--- config.mk ---
export PLATFORM = sky130hd
export DESIGN_NAME = vldst_sequencer
export DESIGN_NICKNAME = d
export VERILOG_FILES = /design/src/rtl/vldst_pkg.sv /design/src/rtl/vldst_chunk_calc.sv /design/src/rtl/vldst_sequencer.sv
export SDC_FILE = /design/constraint.sdc
export NUM_CORES = 2
export LEC_CHECK = 0
export CORE_AREA = 2 2 428 430
export CTS_CLUSTER_DIAMETER = 60
export DETAILED_ROUTE_END_ITERATION = 7
export DIE_AREA = 0 0 430 432
export PLACE_DENSITY = 0.59
export SLEW_MARGIN = 20
export SYNTH_ARGS = -nofsm -noshare
export SYNTH_HDL_FRONTEND = slang
export SYNTH_SLANG_ARGS = --single-unit
export TNS_END_PERCENT = 5
--- constraint.sdc ---
create_clock -name clk -period 29.6 [get_ports clk]
set_input_delay 4.44 -clock clk [delete_from_list [all_inputs] [get_ports clk]]
set_output_delay 4.44 -clock clk [all_outputs]
set_load 0.005 [all_outputs]
--- src/rtl/vldst_pkg.sv ---
// Shared types and geometry helpers for the vector load/store sequencer.
package vldst_pkg;

    typedef enum logic [1:0] {
        IDLE  = 2'd0,
        ISSUE = 2'd1,
        WAIT  = 2'd2,
        DONE  = 2'd3
    } state_e;

    function automatic int line_bytes(input int block_w);
        return block_w / 8;
    endfunction

endpackage

--- src/rtl/vldst_chunk_calc.sv ---
// Size of the next cache chunk: the remaining bytes, clipped at the end of the current line.
module vldst_chunk_calc
    import vldst_pkg::*;
#(
    parameter int ADDR_W  = 32,
    parameter int BLOCK_W = 256,
    parameter int SIZE_W  = 6
) (
    input  logic [ADDR_W-1:0] cur_addr_i,
    input  logic [SIZE_W:0]   remaining_i,
    output logic [SIZE_W:0]   chunk_o
);

    localparam int LINE_BYTES = line_bytes(BLOCK_W);
    localparam int CW         = (ADDR_W > SIZE_W + 1) ? ADDR_W : SIZE_W + 1;

    logic [CW-1:0] addr_ext;
    logic [CW-1:0] line_ext;
    logic [CW-1:0] rem_ext;
    logic [CW-1:0] room;

    // LINE_BYTES is a power of two, so the in-line offset is a simple mask.
    always_comb begin
        addr_ext = CW'(cur_addr_i);
        line_ext = CW'(LINE_BYTES);
        rem_ext  = CW'(remaining_i);
        room     = line_ext - (addr_ext & (line_ext - 1'b1));
        chunk_o  = (rem_ext < room) ? remaining_i : room[SIZE_W:0];
    end

endmodule

--- src/rtl/vldst_sequencer.sv ---
// Splits a vector load/store into line-bounded cache requests, one at a time, and assembles load data.
module vldst_sequencer
    import vldst_pkg::*;
#(
    parameter int ADDR_W  = 32,
    parameter int DATA_W  = 256,
    parameter int BLOCK_W = 256,
    parameter int SIZE_W  = 6
) (
    input  logic              clk,
    input  logic              rst,
    input  logic              in_valid,
    output logic              in_ready,
    input  logic              in_store,
    input  logic [ADDR_W-1:0] in_addr,
    input  logic [SIZE_W-1:0] in_size,
    input  logic [DATA_W-1:0] in_data,
    output logic              req_valid,
    input  logic              req_ready,
    output logic              req_store,
    output logic [ADDR_W-1:0] req_addr,
    output logic [SIZE_W-1:0] req_size,
    output logic [DATA_W-1:0] req_data,
    input  logic              resp_valid,
    input  logic [DATA_W-1:0] resp_data,
    output logic              done_valid,
    input  logic              done_ready,
    output logic [DATA_W-1:0] done_data,
    output logic              done_exc
);

    localparam int              DATA_BYTES = DATA_W / 8;
    localparam logic [SIZE_W:0] MAX_BYTES  = (SIZE_W + 1)'(DATA_BYTES);

    state_e              state_q, state_d;
    logic                store_q, store_d;
    logic [ADDR_W-1:0]   addr_q, addr_d;
    logic [SIZE_W:0]     size_q, size_d;
    logic [SIZE_W:0]     done_q, done_d;
    logic [DATA_W-1:0]   data_q, data_d;
    logic [DATA_W-1:0]   asm_q, asm_d;
    logic                exc_q, exc_d;

    logic [SIZE_W:0]     in_size_ext;
    logic [SIZE_W:0]     remaining;
    logic [SIZE_W:0]     chunk;
    logic [SIZE_W+1:0]   chunk_end;
    logic [DATA_W-1:0]   resp_shift;

    assign in_size_ext = {1'b0, in_size};
    assign remaining   = size_q - done_q;

    vldst_chunk_calc #(
        .ADDR_W  (ADDR_W),
        .BLOCK_W (BLOCK_W),
        .SIZE_W  (SIZE_W)
    ) u_chunk_calc (
        .cur_addr_i  (addr_q),
        .remaining_i (remaining),
        .chunk_o     (chunk)
    );

    always_ff @(posedge clk or posedge rst) begin
        if (rst) state_q <= IDLE;
        else     state_q <= state_d;
    end

    always_comb begin
        state_d = state_q;
        case (state_q)
            IDLE: if (in_valid) begin
                if (in_size_ext == '0 || in_size_ext > MAX_BYTES) state_d = DONE;
                else                                              state_d = ISSUE;
            end
            ISSUE: if (req_ready)  state_d = WAIT;
            WAIT:  if (resp_valid) state_d = (chunk == remaining) ? DONE : ISSUE;
            DONE:  if (done_ready) state_d = IDLE;
            default: state_d = IDLE;
        endcase
    end

    always_comb begin
        in_ready   = (state_q == IDLE);
        req_valid  = (state_q == ISSUE);
        done_valid = (state_q == DONE);
    end

    // Response bytes land at offset done_q; only the chunk's own byte lanes are updated.
    always_comb begin
        store_d    = store_q;
        addr_d     = addr_q;
        size_d     = size_q;
        done_d     = done_q;
        data_d     = data_q;
        asm_d      = asm_q;
        exc_d      = exc_q;
        resp_shift = resp_data << (8 * done_q);
        chunk_end  = {1'b0, done_q} + {1'b0, chunk};
        if (state_q == IDLE && in_valid) begin
            store_d = in_store;
            addr_d  = in_addr;
            size_d  = in_size_ext;
            done_d  = '0;
            data_d  = in_data;
            asm_d   = '0;
            exc_d   = (in_size_ext > MAX_BYTES);
        end else if (state_q == WAIT && resp_valid) begin
            addr_d = addr_q + ADDR_W'(chunk);
            done_d = done_q + chunk;
            if (!store_q) begin
                for (int j = 0; j < DATA_BYTES; j++) begin
                    if ((SIZE_W + 2)'(j) >= {1'b0, done_q} && (SIZE_W + 2)'(j) < chunk_end)
                        asm_d[8*j +: 8] = resp_shift[8*j +: 8];
                end
            end
        end
    end

    always_ff @(posedge clk or posedge rst) begin
        if (rst) begin
            store_q <= 1'b0;
            addr_q  <= '0;
            size_q  <= '0;
            done_q  <= '0;
            data_q  <= '0;
            asm_q   <= '0;
            exc_q   <= 1'b0;
        end else begin
            store_q <= store_d;
            addr_q  <= addr_d;
            size_q  <= size_d;
            done_q  <= done_d;
            data_q  <= data_d;
            asm_q   <= asm_d;
            exc_q   <= exc_d;
        end
    end

    assign req_store = store_q;
    assign req_addr  = addr_q;
    assign req_size  = chunk[SIZE_W-1:0];
    assign req_data  = data_q >> (8 * done_q);
    assign done_data = asm_q;
    assign done_exc  = exc_q;

endmodule

# ---- Yosys cells after proc, flatten, opt, wreduce, memory -nomap -nowiden
# Cells that the tools add are included.
dict set report word_totals {
  register_bits 561
  inputBits 557
  output_inout_bits 555
  word_cells 271
}
dict set report op_classes {
  addsub 5
  n_lt_le_gt_ge 66
  eq_ne 9
  shift 2
  muxes 47
  reduce_logical 103
}
# cell count
set op_table {}
lappend op_table {{256-bit two-way mux} 3}
lappend op_table {{8-bit two-way mux} 32}
lappend op_table {{256-bit by 10-bit << shifter with 256-bit output} 1}
lappend op_table {{256-bit by 10-bit right shift with 256-bit output} 1}
lappend op_table {{5-bit by 8-bit less-than comparator with 1-bit output (first input constant)} 16}
lappend op_table {{5-bit by 7-bit greater-or-equal comparator with 1-bit output (first input constant)} 16}
lappend op_table {{3-bit AND reduction} 32}
lappend op_table {{2-bit nonzero test} 33}
lappend op_table {{4-bit by 8-bit less-than comparator with 1-bit output (first input constant)} 8}
lappend op_table {{32-bit two-way mux} 2}
lappend op_table {{4-bit by 7-bit greater-or-equal comparator with 1-bit output (first input constant)} 8}
lappend op_table {{1-bit logical AND} 34}
lappend op_table {{32-bit by 7-bit adder with 32-bit output} 1}
lappend op_table {{3-bit by 8-bit less-than comparator with 1-bit output (first input constant)} 4}
lappend op_table {{7-bit by 32-bit less-than comparator with 1-bit output} 1}
lappend op_table {{3-bit by 7-bit greater-or-equal comparator with 1-bit output (first input constant)} 4}
lappend op_table {{7-bit two-way mux} 3}
lappend op_table {{1-bit by 8-bit less-than comparator with 1-bit output (first input constant)} 2}
lappend op_table {{2-bit by 8-bit less-than comparator with 1-bit output (first input constant)} 2}
lappend op_table {{1-bit by 7-bit greater-or-equal comparator with 1-bit output (first input constant)} 2}
lappend op_table {{2-bit by 7-bit greater-or-equal comparator with 1-bit output (first input constant)} 2}
lappend op_table {{2-bit two-way mux} 6}
lappend op_table {{7-bit by 7-bit adder with 8-bit output} 1}
lappend op_table {{2-bit one-hot mux with 4 select lines} 1}
lappend op_table {{other kinds (13)} 17}

# ---- Depth between registers and ports, before layout
dict set report logic_depth {
  depth_word 10
  mapped_depth 29
  mapped_depth_nobuf 21
}

# ---- By module
# Synthesis repeated with hierarchy kept, for this count alone.
dict set report hier_totals {
  hier_cells 6120
  area_unflattened_um2 49075.8
}
# mod instances cells_per_inst area_per_inst_um2 seq_area_each_um2
set modules_own_cells {}
lappend modules_own_cells {vldst_sequencer 1 6081 48774.3 14038.5}
lappend modules_own_cells {vldst_chunk_calc 1 39 301.5 0.0}

# ---- Least setup slack after synthesis
# Ideal clock, no wire load.
dict set report synth_timing {
  path_type {register -> output}
  from {register done_q[4]}
  to {output req_size[1]}
  arrival_time_ns 4.263
  required_ns 25.160
  path_slack_ns 20.897
  stages_incl_launch_ff 20
  n_path_buf 7
  cell_sequence {dfrtp_1 > buf_2 > buf_2 > inv_1 > buf_2 > buf_2 > buf_1 > clkbuf_1 > ha_1 > nor2b_1 > o2111a_1 > a211oi_1 > inv_1 > ha_1 > nand2_1 > a211oi_1 > a211oi_1 > and2_1 > clkbuf_1 > mux2_2}
}
dict set report synth_between {
  elab_chain_cells 3
}
# element line_no
set synth_rtl {}
lappend synth_rtl {{start, declared} vldst_sequencer.sv:39} ;# logic [SIZE_W:0] done_q, done_d;
lappend synth_rtl {{start signal, assigned} vldst_sequencer.sv:132} ;# done_q <= done_d;
lappend synth_rtl {{6-bit by 7-bit subtractor with 7-bit output} vldst_sequencer.sv:51} ;# assign remaining = size_q - done_q;
lappend synth_rtl {{7-bit by 32-bit less-than comparator with 1-bit output} vldst_chunk_calc.sv:28} ;# chunk_o = (rem_ext < room) ? remaining_i : room[SIZE_W:0];
lappend synth_rtl {{7-bit two-way mux} vldst_chunk_calc.sv:28}
lappend synth_rtl {{end, declared} vldst_sequencer.sv:22} ;# output logic [SIZE_W-1:0] req_size,
# Every way passes these cells.

# ---- Final worst setup path
dict set report layout_timing {
  from {register done_q[0]}
  to {output req_data[68]}
}
dict set report layout_between {
  elab_chain_cells 1
}
# element line_no
set layout_rtl {}
lappend layout_rtl {{256-bit by 10-bit right shift with 256-bit output} vldst_sequencer.sv:142} ;# assign req_data = data_q >> (8 * done_q);
lappend layout_rtl {{end, declared} vldst_sequencer.sv:23} ;# output logic [DATA_W-1:0] req_data,
# Every way passes these cells.

==> results.yml <==
global_routing:
  grt_pass1_vias: 56540
  grt_max_degree: 144
  gr-usage-all-layers: 0.4225
  antenna_found_initial: 84
  grt.overflow.total: 0
  grt_pass1_wl_microns: 531900
logic_synthesis:
  synth-main-ff-cell: "dfrtp_1"
  synth-warning-count: 0
  synth_edf_count: 0
  syn_area_sq_um: 50530
  synth_area_leaders: "dfrtp_1 (28%), mux2i_1 (12%), mux4_2 (9.2%)"
  yosysTopAreaCell: "dfrtp_1"
  synth-seq-cells: 561
  syn_avg_cell_area_sq_um: 8.388
  synth_cell_type_count: 110
  yosysTopAreaCellShare: 0.2778
  netlist_instances: 6024
  yosysSeqAreaShare: 0.2778
  async_flop_share: 1.000
finish:
  final_common_cell: "nand2_1"
  final_util: 0.3675
  final_nets: 7432
  drive_above_1_share: 0.1204
  layout_common_cells: "nand2_1 (1215), clkdlybuf4s50_1 (1111), mux2i_1 (622), dfrtp_1 (554), nor2_1 (467)"
  synthToLayoutAreaGrowth_pct: 32.15
power_and_ir_drop:
  worst_ir_drop_vdd_uv: 108.4
  p_leak_nw: 26.77
  power_density_nw_per_um2: 162.8
drt:
  wl_microns: 407700
  vias: 59150
  final_antenna_net_count: 0
  first_pass_iters: 7
  vias_per_cell: 6.328
  post_drt_wl_per_cell_microns: 43.62
  dr.first_iter.drc_count: 7014
  post-route-drc-count: 0
placement:
  hpwl_microns: 320600
  gp_congestion: 1.065
  port-buffer-count: 1111
sta:
  setup_viol: 0
  rsz0062_at_grt: "false"
  tightest_slew_ns: 1.378
  slew_headroom: 0.08109
  hold_viol: 0
  fin_crit_sh: 0.3900
  setup_tns_ns: 0
  drv_slew: 0
  min_period_ns: 11.55
  timing.fmax_mhz: 86.62
  skew_ns: 0.06343
clock_network:
  clkTransAtPathRegs_ns: 0.06
  cts-hold-fix-buffers: 0
  cts_resized: 0
  insertion_delay_ns: 0.80
  cts_made_buffers: 84
  h-tree-depth: 3
  cts_tree: "done"
  clockRootBuffer: "clkbuf_16"
  clkSinkCount: 561
  post-cts-setup-buffers: 0
  ctsLongestPathBuffers: 3
floorplanning:
  core_sq_um: 181700
  fp.dieH_microns: 432
  dieArea_sq_um: 185800
  start_util: 0.2781
  pin_count: 1112
  fp-row-count: 157
  die_w_microns: 430
worst_setup_path:
  max_stage_delay_ns: 0.90
  rrSetupSlack_ns: 21.20
  worstSetupStartpointType: "flop"
  crit_type: "flop to output pin"
  cp_common_cell: "buf_4"
  crit_arrival_ns: 7.10
  crit_required_ns: 25.16
  r2r_start: "done_q[4]"
  crit_chain: "buf_4 > buf_4 > buf_4 > mux2i_1 > nor2_1 > a21oi_1 > a21oi_1 > mux2i_1 > a211oi_1 > clkdlybuf4s50_1"
  r2r-end: "done_data[130]"
  crit_slowest_cell: "a21oi_1"
  worstPathMaxFanout: 49
  reg2reg_depth: 18
  critPathCaptureType: "output pin"
min_path:
  worstHoldStart: "done_exc"
  hold_depth: 2
  min_to: "done_exc"
  hp-class: "flop to flop"
flow_run:
  maxCapViolCount: 0
status:
  outcome: "complete, no violations"
-- state kept, by name (all words and copies together), names as in the netlist --
signal and flops:
done_q 7, done_exc 1, data_q 256, done_data 256
state_q 2, size_q 6, req_addr 32, req_store 1
-- where the power goes --
| part | switching (mW) | internal, mW |
|---|---|---|
| Sequential | 0.554 | 1.09 |
| Combinational | 5.41 | 2.70 |
| Clock | 0.457 | 0.654 |
| Total | 6.42 | 4.45 |
-- stage by stage --
| step | area [sq um] | power, mW | hold WS [ns] | worst slack (ns) | instances |
|---|---|---|---|---|---|
| after CTS | 66610 | 10.57 | 0.4843 | 18.13 | 9295 |
| after global placement | 63520 | 9.440 | 0.4671 | 19.08 | 9140 |
| after floorplan | 50530 | 5.292 | 0.4417 | 9.471 | 6025 |
| after global routing | 66740 | 11.04 | 0.5144 | 17.91 | 9332 |
| after detailed placement | 63580 | 9.426 | 0.4695 | 18.96 | 9142 |
| final | 66780 | 10.87 | 0.4856 | 18.06 | 9346 |
-- worst max-delay path: cells and delay by family, from the launching register on --
kind	cells	cell delay (ns)
mux	2	0.31
flops	1	0.84
buf+inv	4	2.97
simple gates	1	0.30
compound gates	3	1.76
-- worst max-delay path by stage --
stage                          from           end  slack, ns  depth (start not counted)
after floorplan                 rst     data_q[0]       9.47                          1
after global placement    done_q[0]  req_data[68]      19.08                         10
after detailed placement  done_q[0]  req_data[68]      18.96                         10
after CTS                 done_q[0]  req_data[68]      18.13                         10
after global routing      done_q[0]  req_data[68]      17.91                         10
final                     done_q[0]  req_data[68]      18.06                         10
-- cell usage after synthesis (128+ instances only) --
library cell and instances:
clkbuf_1 241, o21ai_0 233, nand2_1 1219, a21oi_1 420
mux2_2 169, dfrtp_1 561, nor2_1 479, buf_2 178
a211oi_1 128, o22ai_1 191, mux2i_1 624, nor3_1 222
mux4_2 207
-- final cells by class --
type | instances | area (sq um)
multi-input cells | 4859 | 33810
clock inverters | 52 | 782.0
repair buffers | 1293 | 12560
flip-flops and latches | 561 | 14060
well taps | 2385 | 2984
fillers | 18690 | 114900
inverters | 47 | 206.4
clock buffers | 101 | 2246
diodes | 48 | 120.1
-- logic make-up after synthesis --
group | share of synthesized area
AOI/OAI and AO/OA | 0.2110
adders and majority gates | 0.007626
xor gates and xnor gates | 0.007429
muxes | 0.2547
DFF | 0.2778
and+or+nand+nor | 0.1846
other | 0.00007421
buffers and inverters | 0.05678
-- layer usage --
layer | track usage | vias up | wire length [microns]
li1 | - | 24020 | -
met2 | 0.6813 | 3990 | 187400
met3 | 0.09271 | 1171 | 32530
met4 | 0.3815 | 24 | 44050
met1 | 0.4679 | 29950 | 143600
met5 | 0 | - | 160
Note: power is estimated with default switching activity, not from simulation.
